[src/rtl/mux_lut_pipe.sv]
// mux_lut_pipe: pipelined, reprogrammable K-input logic unit on W-bit vectors.
// Each result bit is selected from a 2**K-entry truth table by the matching
// bits of the K operands, using a binary multiplexer tree. The result goes into
// a single valid/ready output register. A saturating counter counts output
// transfers.
//
// Ports:
//   clk, rst_n          clock and asynchronous active-low reset
//   cfg_we, cfg_table   truth-table write strobe and new table (bit i = output for index i)
//   in_valid, in_ready  input handshake (in_ready depends only on the output stage)
//   in_a                K operands; operand j is in_a[j*W +: W]
//   out_valid, out_ready, out_y   registered output stream
//   xfer_cnt            number of completed output transfers, saturates at 16'hFFFF
module mux_lut_pipe #(
  parameter int unsigned     K          = 1,
  parameter int unsigned     W          = 8,
  parameter logic [2**K-1:0] INIT_TABLE = {2**(K-1){2'b01}}
) (
  input  logic             clk,
  input  logic             rst_n,
  input  logic             cfg_we,
  input  logic [2**K-1:0]  cfg_table,
  input  logic             in_valid,
  output logic             in_ready,
  input  logic [K*W-1:0]   in_a,
  output logic             out_valid,
  input  logic             out_ready,
  output logic [W-1:0]     out_y,
  output logic [15:0]      xfer_cnt
);

  localparam int unsigned N = 2**K;

  logic [N-1:0] tbl;
  logic [W-1:0] y;
  logic         accept;
  logic         out_hs;

  // One bit of the result. Level l of the tree halves the candidates using
  // operand l's bit. Neighbouring leaves differ only in index bit 0. The
  // reduction is done in place: node i is written only after nodes 2i and
  // 2i+1 have been read at that level.
  function automatic logic lut_bit(input logic [N-1:0] t,
                                   input logic [K*W-1:0] a,
                                   input int unsigned b);
    logic [N-1:0] node;
    node = t;
    for (int unsigned l = 0; l < K; l++) begin
      for (int unsigned i = 0; i < (N >> (l + 1)); i++) begin
        node[i] = a[l*W + b] ? node[2*i + 1] : node[2*i];
      end
    end
    return node[0];
  endfunction

  always_comb begin
    y = '0;
    for (int unsigned b = 0; b < W; b++) begin
      y[b] = lut_bit(tbl, in_a, b);
    end
  end

  assign in_ready = !out_valid || out_ready;
  assign accept   = in_valid && in_ready;
  assign out_hs   = out_valid && out_ready;

  // The result registered on an acceptance uses the table as it is before this
  // edge. A cfg_we in the same cycle only affects later acceptances.
  always_ff @(posedge clk or negedge rst_n) begin
    if (!rst_n) begin
      tbl       <= INIT_TABLE;
      out_valid <= 1'b0;
      out_y     <= '0;
      xfer_cnt  <= '0;
    end else begin
      if (cfg_we) begin
        tbl <= cfg_table;
      end
      if (accept) begin
        out_y     <= y;
        out_valid <= 1'b1;
      end else if (out_hs) begin
        out_valid <= 1'b0;
      end
      if (out_hs && (xfer_cnt != '1)) begin
        xfer_cnt <= xfer_cnt + 16'd1;
      end
    end
  end

endmodule

[config.mk]
export PLATFORM = sky130hd
export DESIGN_NAME = mux_lut_pipe
export DESIGN_NICKNAME = d
export VERILOG_FILES = /design/src/rtl/mux_lut_pipe.sv
export SDC_FILE = /design/constraint.sdc
export NUM_CORES = 1
export LEC_CHECK = 0
export ABC_CLOCK_PERIOD_IN_PS = 3200
export CORE_MARGIN = 2
export CORE_UTILIZATION = 49
export CTS_BUF_LIST = sky130_fd_sc_hd__clkbuf_4 sky130_fd_sc_hd__clkbuf_8 sky130_fd_sc_hd__clkbuf_16
export DETAILED_ROUTE_END_ITERATION = 12
export PLACE_DENSITY = 0.86
export SYNTH_ARGS = -nofsm -noshare
export SYNTH_HDL_FRONTEND = slang
export SYNTH_SLANG_ARGS = --single-unit
[constraint.sdc]
create_clock -name clk -period 3.2 [get_ports clk]
set_input_delay 0.96 -clock clk [delete_from_list [all_inputs] [get_ports clk]]
set_output_delay 0.96 -clock clk [all_outputs]
set_load 0.01 [all_outputs]
# Yosys cells after proc, flatten, opt, wreduce, memory -nomap -nowiden
# Index checks and enable logic that the tools add are counted.
[word_totals]
latch_bits = 0
romBits = 0
out_inout_bits = 26
ramBits = 0
regBits = 27
input_bits = 15
mem_count = 0
elab_cells = 22
[op_classes]
n_div = 0
muxes = 10
n_addsub = 1
n_bitwise = 0
eq_ne = 1
multipliers = 0
order_cmp = 0
reduce_logical = 6
shifts = 0
[ops]
columns = ["operator", "n"]
rows = [
  ["$add A16 B1 Y16 const B", 1],
  ["$ne A16 B16 Y1 const B", 1],
  ["$mux W1", 10],
  ["$logic_and A1 B1 Y1", 3],
  ["$reduce_bool A2 Y1", 1],
  ["$logic_not A1 Y1", 1],
  ["$logic_or A1 B1 Y1", 1],
]

# Longest topological paths before layout
# Gate-level depths: netlist (run 1).
[logic_depth]
ltp_word = 4
mapped_depth = 5
mapped_depth_nobuf = 5

# Least setup slack after synthesis (run 1)
# OpenSTA, ideal clock, no wires.
[synth_timing]
path_kind = "in2out"
from = "input out_ready"
to = "output in_ready"
t_required_ns = 2.240
stages = 1
arrival_time_ns = 1.143
n_path_buf = 0
setup_slack_ns = 1.097
cell_sequence = "nand2b_1"
[synth_between]
elab_chain_len = 1
[synth_rtl]
columns = ["item", "line", "rtl"]
rows = [
  ["start, declared", "27", "input logic out_ready,"],
  ["$logic_or A1 B1 Y1", "63", "assign in_ready = !out_valid || out_ready;"],
  ["end, declared", "24", "output logic in_ready,"],
]
# No other way between the ends.

# Worst setup path after layout (run 1)
# Same ends and word-level chain as after synthesis.

==> out/metrics.cfg, run 1 <==
[placed_design]
place.detailed.hpwl_um = 2124
io_buffer_count = 40
place_inst = 183
gp_congestion = 0.8125

[critical_path]
crit_arrival_ps = 2160
r2r_cells = 5
crit_type = in -> out
crit_start = out_ready
r2r_end = xfer_cnt[1]
cp.required_ps = 2240
crit_fanout = 3
cp-endpoint = in_ready
rrSetupSlack_ps = 1440
r2r_start = xfer_cnt[0]
start_kind = primary input
critPathCaptureType = output port

[yosys]
ys_seq_area_frac = 0.5299
yosys.area.top_type = dfrtp_1
async_reset_ff_frac = 1.000
syn-num-nets = 131
ys_types = 29
yosys.area.top_type_share = 0.5093
syn-instance-count = 115
syn_area_per_cell_um2 = 11.11
synth_edf_count = 0
synth_top_family_by_area = simple AND/OR/NAND/NOR gates
synth_compound_area_frac = 0.06954
synth_ff_type = dfrtp_1
yosys.area_share.adder = 0.009794
synth-seq-cells = 27
synth_xor_area_frac = 0.06856
synth-simple-area-share = 0.2125
synthTopCellsByArea = dfrtp_1 51%, mux2i_1 6.3%, xnor2_1 5.5%
synth_area_mm2 = 0.001277
muxShareOfSynthArea = 0.1009
ys_warn_count = 0

[pwr]
power_density_mw_per_mm2 = 525.9
p_leak_nw = 0.7432
ir_drop_mv = 0.4410

[grt]
grt_usage = 0.2190
grt-ovfl-total = 0
grt_max_degree = 28
grt_pass1_wl_um = 4685
grt_pass1_vias = 1024
antenna_found_initial = 0

[finish]
final_cell_mix = 40 x clkdlybuf4s50_1, 26 x dfrtp_1, 14 x nand2_1, 9 x o21ai_0, 9 x nand4_1
final_common_cell = clkdlybuf4s50_1
stdcell_count = 187
n_antenna_cell = 0
synthToLayoutAreaGrowth_pct = 36.34
drive_gt1_frac = 0.1083
final_nets = 174
finish.utilization = 0.7030

[die]
rows = 18
die_w_um = 55.06
die_h_um = 55.06
dieArea_mm2 = 0.003032
coreArea_mm2 = 0.002477
start_util = 0.5157
floorplan.io_pins = 41

[route]
wl_per_cell_um = 14.74
vias = 1035
routed_wl_um = 2757
drt_iter0_markers = 11
ant_nets = 0
via_per_inst = 5.535
drc = 0
drt_pre_antenna_iters = 5

[sta]
skew_ps = 7.277
finalSetupViolations = 0
period_minus_slack_ps = 3121
fin_crit_sh = 0.9755
fmaxAchievable_mhz = 320.4
hold_viol_final = 0
rsz0062_at_grt = false
drv_slew = 0
slew_headroom = 0.6766
tightestPinTransition_ps = 483.4
fin_tns_setup_ps = 0

[clock_tree]
clock_sinks = 27
hold_buffers = 0
cts_max_level = 1
worstSkewPairLatency_ps = 330
clk_pin_slew_ps = 140
cts_made_buffers = 3
cts_tree = yes
postCtsResizedCells = 0
clockBufferDepth = 2
cts_setup_buffers = 0
clockRootBuffer = clkbuf_4

[status]
status = finished clean

[job]
cap_viol_max_count = 0

[worst_hold_path]
hold_start = out_y[7]
hp-class = reg -> reg

layout make-up:
cell class	count	area [µm²]
Clock buffer	4	30.03
Multi-Input combinational cell	85	589.3
Tap cell	30	37.54
Sequential cell	27	676.9
Fill cell	204	735.7
Timing Repair Buffer	41	407.9
flip-flops by register name, summed over array words and instances, names as in the netlist:
signal / flops
out_valid: 1
out_y: 8
xfer_cnt: 16
tbl: 2
power by group:
group          internal [mW]  switching (mW)  total [mW]
Clock                 0.0575          0.0980       0.155
Sequential             0.402          0.0760       0.478
Combinational          0.170           0.113       0.283
how the worst min path moves through the flow:
stage	cells after the start	slack [ps]	endpoint
detailed placement	2	470	out_y[7]
CTS	2	500	out_y[7]
global route	2	550	out_y[4]
finish	2	490	out_y[7]
global placement	2	460	out_y[5]
floorplan	2	520	out_y[0]
synthesized netlist by cell type (2+ instances only):
library cell / number
a21oi_1: 2
a31oi_1: 4
and3_1: 2
clkbuf_1: 3
dfrtp_1: 26
mux2_2: 3
mux2i_1: 8
nand2_1: 14
nand2b_1: 2
nand3_1: 3
nand4_1: 9
nor2_1: 5
nor3_1: 2
o21ai_0: 9
xnor2_1: 8
xor2_1: 2
layer usage:
metal  up-vias  routed length (µm)  global-route usage
li1        498                   -                   -
met1       506                1191              0.2735
met2        26                1411              0.3770
met3         5                  96             0.03226
met4         0                  59             0.09350
met5         -                   0                   0
metrics by stage:
| stage | power (mW) | setup slack, ps | hold slack, ps | instance area (µm²) |
|---|---|---|---|---|
| floorplan | 0.5935 | 1097 | 516.2 | 1277 |
| global placement | 0.7535 | 88.44 | 463.3 | 1712 |
| detailed placement | 0.7680 | 74.86 | 469.2 | 1712 |
| CTS | 0.9238 | 72.83 | 500.6 | 1742 |
| global route | 0.9729 | 33.84 | 549.1 | 1742 |
| finish | 0.9160 | 78.53 | 491.5 | 1742 |
logic make-up (layout without fill, tap and decap cells):
logic type | Yosys count | in the layout
xor gates and xnor gates | 10 | 10
muxes | 12 | 12
buffers and inverters | 3 | 45
AOI/OAI and AO/OA | 16 | 16
adders and majority gates | 1 | 1
DFF | 27 | 27
and+or+nand+nor | 46 | 46
critical path, stage by stage:
cell and delay, ps:
clkdlybuf4s50_1 490, nand2b_1 150, clkdlybuf4s50_1 560
Note: power is estimated with default switching activity, not from simulation.
==> inputs of run 2 (changes only) <==
Settings changed: CORE_MARGIN 2 to unset.
==> run 2 against run 1 <==
  * Sequential power hardly changed
  * Via count grew 1.2%
  * Maximum frequency down 0.15%
  * Global-route usage shrank 1.5 points
  * Critical endpoint unchanged
  * Largest power group unchanged
==> out/metrics.cfg, run 2 (synthesized netlist as in run 1, its figures left out) <==
[die]
start_util = 0.5157  ; unchanged
die_h_um = 53.06  ; was 55.06 µm
die_w_um = 53.06  ; was 55.06 µm
floorplan.io_pins = 41  ; unchanged
coreArea_mm2 = 0.002477  ; unchanged
dieArea_mm2 = 0.002815  ; was 0.003032 mm²
rows = 18  ; unchanged

[clock_tree]
postCtsResizedCells = 0  ; unchanged
clock_sinks = 27  ; unchanged
cts_made_buffers = 3  ; unchanged
cts_tree = yes  ; unchanged
clk_pin_slew_ps = 150  ; was 140 ps
hold_buffers = 0  ; unchanged
clockRootBuffer = clkbuf_4  ; unchanged
cts_max_level = 1  ; unchanged
cts_setup_buffers = 0  ; unchanged
worstSkewPairLatency_ps = 330  ; about the same
clockBufferDepth = 2  ; unchanged

[pwr]
power_density_mw_per_mm2 = 522.4  ; was 525.9 mW/mm²
internal_power_uw = 618.4  ; was 628.8 µW
p_leak_nw = 0.7425  ; was 0.7432 nW
netSwitchingPower_uw = 290.1  ; was 287.1 µW
ir_drop_mv = 0.4054  ; was 0.4410 mV
pwr-share-seq = 0.525  ; was 0.522
p_comb_frac = 0.310  ; was 0.309
switching_share = 0.3193  ; was 0.3135
pwr-share-clk = 0.165  ; was 0.170

[finish]
final_cell_mix = 40 x clkdlybuf4s50_1, 26 x dfrtp_1, 14 x nand2_1, 9 x o21ai_0, 9 x nand4_1  ; unchanged
multi_input_area_um2 = 589.3  ; unchanged
drive_gt1_frac = 0.1083  ; unchanged
top_regs = xfer_cnt: 16 flops, out_y: 8 flops, tbl: 2 flops  ; unchanged
seqCellArea_um2 = 676.9  ; unchanged
final_common_cell = clkdlybuf4s50_1  ; unchanged
nFillCells = 202  ; was 204
n_antenna_cell = 0  ; unchanged
synthToLayoutAreaGrowth_pct = 36.14  ; was 36.34%
largest_register_ffs = 16  ; unchanged
stdcell_count = 187  ; unchanged
final_nets = 174  ; unchanged
largest_register = xfer_cnt  ; unchanged

[sta]
hold_viol_final = 0  ; unchanged
slew_headroom = 0.6920  ; was 0.6766
fin_tns_setup_ps = 0  ; unchanged
fin_crit_sh = 0.9770  ; was 0.9755
skew_ps = 9.316  ; was 7.277 ps
fmaxAchievable_mhz = 319.9  ; was 320.4 MHz
drv_slew = 0  ; unchanged
finalSetupViolations = 0  ; unchanged
worst_hold_slack_ps = 506.3  ; was 491.5 ps
tightestPinTransition_ps = 460.9  ; was 483.4 ps
setup_ws_ps = 73.71  ; was 78.53 ps
period_minus_slack_ps = 3126  ; was 3121 ps
rsz0062_at_grt = false  ; unchanged

[placed_design]
place_inst = 183  ; unchanged
io_buffer_count = 40  ; unchanged
place.detailed.hpwl_um = 1966  ; was 2124 µm
gp_congestion = 0.8176  ; was 0.8125
pre_cts_ws_ps = 92.62  ; was 74.86 ps

[critical_path]
path_delay_family = buffers and inverters  ; unchanged
crit_type = in -> out  ; unchanged
critPathCaptureType = output port  ; unchanged
cp_num_buf_inv = 2  ; unchanged
critical_path.cell_chain = clkdlybuf4s50_1 > nand2b_1 > clkdlybuf4s50_1  ; unchanged
critical_path.most_common_cell = clkdlybuf4s50_1  ; unchanged
cp_slowest_cell = clkdlybuf4s50_1  ; unchanged
crit_arrival_ps = 2170  ; was 2160 ps
crit_fanout = 3  ; unchanged
start_kind = primary input  ; unchanged
cp.required_ps = 2240  ; about the same
slowest_delay_ps = 550  ; was 560 ps

[route]
via_per_inst = 5.599  ; was 5.535
drc = 0  ; unchanged
vias = 1047  ; was 1035
wl_per_cell_um = 14.20  ; was 14.74 µm
ant_nets = 0  ; unchanged
drt_iter0_markers = 12  ; was 11
routed_wl_um = 2656  ; was 2757 µm
drt_pre_antenna_iters = 4  ; was 5

[grt]
grt_max_degree = 28  ; unchanged
antenna_found_initial = 0  ; unchanged
grt_pass1_wl_um = 4098  ; was 4685 µm
grt_pass1_vias = 938  ; was 1024
grt_usage = 0.2045  ; was 0.2190
grt-ovfl-total = 0  ; unchanged

[worst_hold_path]
hp-class = reg -> reg  ; unchanged

[job]
cap_viol_max_count = 0  ; unchanged

[status]
status = finished clean  ; unchanged

==> run 2: cell count changes in the layout (fill, tap and decap cells not counted) <==
cell / previous run / this run
clkinv_2: 0 / 1
clkbuf_4: 4 / 3
==> run 2: final timing paths <==
| path | to | start | cells after the start | slack, ps |
|---|---|---|---|---|
| setup / recovery | in_ready | out_ready | 3 | 70 |
| hold / removal | out_y[1] | out_y[1] | 2 | 510 |
| setup reg to reg | xfer_cnt[1] | xfer_cnt[0] | 5 | 1450 |
| hold reg to reg | out_y[1] | out_y[1] | 2 | 510 |
| max in group asynchronous | tbl[0] | rst_n | 2 | 1940 |
| min in group asynchronous | out_y[0] | rst_n | 2 | 970 |
==> run 2: worst reg2reg max path: stages, from the launching register on <==
cell and delay (ps):
dfrtp_1 450, ha_1 220, nand3_1 230, nor4_4 360, nor2_2 110, mux2_4 300
==> run 2: per-stage QoR <==
stage | util | power, mW | cell area, µm²
floorplan | - | 0.5935 | 1277
finish | 0.7020 | 0.9085 | 1739
global route | 0.7020 | 0.9526 | 1739
detailed placement | 0.6909 | 0.7650 | 1712
global placement | 0.6909 | 0.7524 | 1712
CTS | 0.7020 | 0.9112 | 1739
==> run 2: power groups by stage <==
stage / logic (mW) / clock network, mW / registers, mW
after floorplan: 0.102 / 0 / 0.492
after global placement: 0.276 / 0 / 0.476
after detailed placement: 0.283 / 0 / 0.482
after CTS: 0.285 / 0.151 / 0.476
after global routing: 0.304 / 0.163 / 0.485
final: 0.282 / 0.150 / 0.477
==> run 2: routing by layer <==
| metal | wire length (µm) | GRT usage | vias up | part of all wire |
|---|---|---|---|---|
| li1 | - | - | 497 | - |
| met1 | 1226 | 0.2588 | 518 | 0.46 |
| met2 | 1298 | 0.3481 | 26 | 0.49 |
| met3 | 84 | 0.03161 | 6 | 0.032 |
| met4 | 46 | 0.07895 | 0 | 0.017 |
| met5 | 0 | 0 | - | 0 |
==> run 2: area by class of cell <==
cell class	instances	share of cell area
multi-input cells	85	0.3388
clock buffers	3	0.01295
flip-flops and latches	27	0.3892
well taps	30	0.02158
clock inverters	1	0.002878
repair buffers	41	0.2345
==> inputs of run 3 (changes only) <==
Settings changed: ABC_CLOCK_PERIOD_IN_PS 3200 to unset, CORE_ASPECT_RATIO set to 0.75, PLACE_DENSITY 0.86 to 0.84.
==> run 3 against run 2 <==
  * Die area hardly changed
  * Setup slack worse by 3.0 ps
  * Combinational power hardly changed
  * Via count is 1.2% lower
  * Register-to-register slack got worse by 60 ps
  * Final cell count grew 2.1%
  * First-iteration DRC count rose to 2.6 times the previous value
  * Power shrank 0.38%
  * Routed wire length rose by 0.38%
  * Flip-flop and latch count unchanged
  * Non-clock buffer count is the same
  * Worst hold slack got worse by 13 ps
==> out/metrics.cfg, run 3 (synthesized netlist as in run 1, its figures left out) <==
[status]
status = finished clean  ; unchanged

[finish]
multi_input_area_um2 = 589.3  ; unchanged
final_nets = 174  ; unchanged
n_antenna_cell = 0  ; unchanged
stdcell_count = 191  ; was 187
final_common_cell = clkdlybuf4s50_1  ; unchanged
finish.utilization = 0.7318  ; was 0.7020
final_cell_mix = 40 x clkdlybuf4s50_1, 26 x dfrtp_1, 14 x nand2_1, 9 x o21ai_0, 9 x nand4_1  ; unchanged
top_regs = xfer_cnt: 16 flops, out_y: 8 flops, tbl: 2 flops  ; unchanged
largest_register = xfer_cnt  ; unchanged
synthToLayoutAreaGrowth_pct = 36.53  ; was 36.14%
nFillCells = 191  ; was 202
drive_gt1_frac = 0.1083  ; unchanged
seqCellArea_um2 = 676.9  ; unchanged
largest_register_ffs = 16  ; unchanged
fin_area_mm2 = 0.001744  ; was 0.001739 mm²

[grt]
grt-ovfl-total = 0  ; unchanged
grt_usage = 0.2188  ; was 0.2045
antenna_found_initial = 0  ; unchanged
grt_pass1_wl_um = 4195  ; was 4098 µm
grt_max_degree = 28  ; unchanged
grt_pass1_vias = 924  ; was 938

[die]
rows = 15  ; was 18
start_util = 0.5360  ; was 0.5157
die_w_um = 60.96  ; was 53.06 µm
floorplan.io_pins = 41  ; unchanged
coreArea_mm2 = 0.002384  ; was 0.002477 mm²
die_h_um = 46.22  ; was 53.06 µm
dieArea_mm2 = 0.002818  ; was 0.002815 mm²

[placed_design]
gp_congestion = 0.8018  ; was 0.8176
io_buffer_count = 40  ; unchanged
place_inst = 187  ; was 183
dpl-instance-area_mm2 = 0.001717  ; was 0.001712 mm²
place.detailed.hpwl_um = 2007  ; was 1966 µm

[critical_path]
cp_slowest_cell = clkdlybuf4s50_1  ; unchanged
cp.required_ps = 2240  ; about the same
critical_path.cell_chain = clkdlybuf4s50_1 > nand2b_1 > clkdlybuf4s50_1  ; unchanged
crit_type = in -> out  ; unchanged
slowest_delay_ps = 550  ; about the same
crit_fanout = 3  ; unchanged
start_kind = primary input  ; unchanged
crit_arrival_ps = 2170  ; about the same
critPathCaptureType = output port  ; unchanged
critical_path.most_common_cell = clkdlybuf4s50_1  ; unchanged

[clock_tree]
cts_tree = yes  ; unchanged
clockRootBuffer = clkbuf_4  ; unchanged
postCtsResizedCells = 0  ; unchanged
clockBufferDepth = 2  ; unchanged
cts_made_buffers = 3  ; unchanged
clock_sinks = 27  ; unchanged
worstSkewPairLatency_ps = 330  ; about the same
hold_buffers = 0  ; unchanged
cts_max_level = 1  ; unchanged
clk_pin_slew_ps = 140  ; was 150 ps
cts_setup_buffers = 0  ; unchanged

[sta]
worst_hold_slack_ps = 493.7  ; was 506.3 ps
finalSetupViolations = 0  ; unchanged
drv_slew = 0  ; unchanged
period_minus_slack_ps = 3129  ; was 3126 ps
fin_crit_sh = 0.9779  ; was 0.9770
fmaxAchievable_mhz = 319.6  ; was 319.9 MHz
slew_headroom = 0.6860  ; was 0.6920
skew_ps = 8.709  ; was 9.316 ps
hold_viol_final = 0  ; unchanged
rsz0062_at_grt = false  ; unchanged
tightestPinTransition_ps = 469.3  ; was 460.9 ps
fin_tns_setup_ps = 0  ; unchanged

[route]
wl_per_cell_um = 13.96  ; was 14.20 µm
vias = 1034  ; was 1047
drc = 0  ; unchanged
drt_pre_antenna_iters = 6  ; was 4
via_per_inst = 5.414  ; was 5.599
ant_nets = 0  ; unchanged
drt_iter0_markers = 31  ; was 12
routed_wl_um = 2666  ; was 2656 µm

[pwr]
ir_drop_mv = 0.5113  ; was 0.4054 mV
power_density_mw_per_mm2 = 518.9  ; was 522.4 mW/mm²
p_leak_nw = 0.7425  ; unchanged

[worst_hold_path]
hp-class = reg -> reg  ; unchanged

[job]
cap_viol_max_count = 0  ; unchanged

==> run 3: routing by layer <==
metal	track usage	vias to the layer above	part of all wire
li1	-	500	-
met3	0.07865	7	0.060
met4	0.1045	0	0.016
met5	0	-	0
met2	0.3319	38	0.48
met1	0.2815	489	0.44
==> run 3: final timing paths <==
kind,slack (ps),from,cells after the start,to
worst max-delay path,70,out_ready,3,in_ready
worst min-delay path,490,out_y[3],2,out_y[3]
worst max register to register,1390,xfer_cnt[0],5,xfer_cnt[1]
worst min register to register,490,out_y[3],2,out_y[3]
max in group asynchronous,1920,rst_n,2,tbl[0]
min in group asynchronous,970,rst_n,2,xfer_cnt[10]
==> run 3: report_power, final <==
part | internal [mW] | switching [mW]
combinational | 0.170 | 0.115
sequential | 0.402 | 0.0759
clock | 0.0469 | 0.0954
total | 0.619 | 0.286
==> run 3: area by class of cell <==
class                   count  share of cell area
multi-input cells          85              0.3379
repair buffers             41              0.2339
clock inverters             1            0.002869
well taps                  34             0.02439
flip-flops and latches     27              0.3881
clock buffers               3             0.01291
==> run 3: worst max-delay path: cells and delay by family <==
family        cells  cell delay (ps)
buf+inv           2             1050
simple gates      1              160
==> run 3: through the flow <==
step / worst slack, ps / total power, mW
2_1_floorplan: 1097 / 0.5935
4_1_cts: 76.59 / 0.9161
3_5_place_dp: 78.45 / 0.7675
6_report: 70.73 / 0.9050
3_3_place_gp: 87.86 / 0.7519
5_1_grt: 23.56 / 0.9666
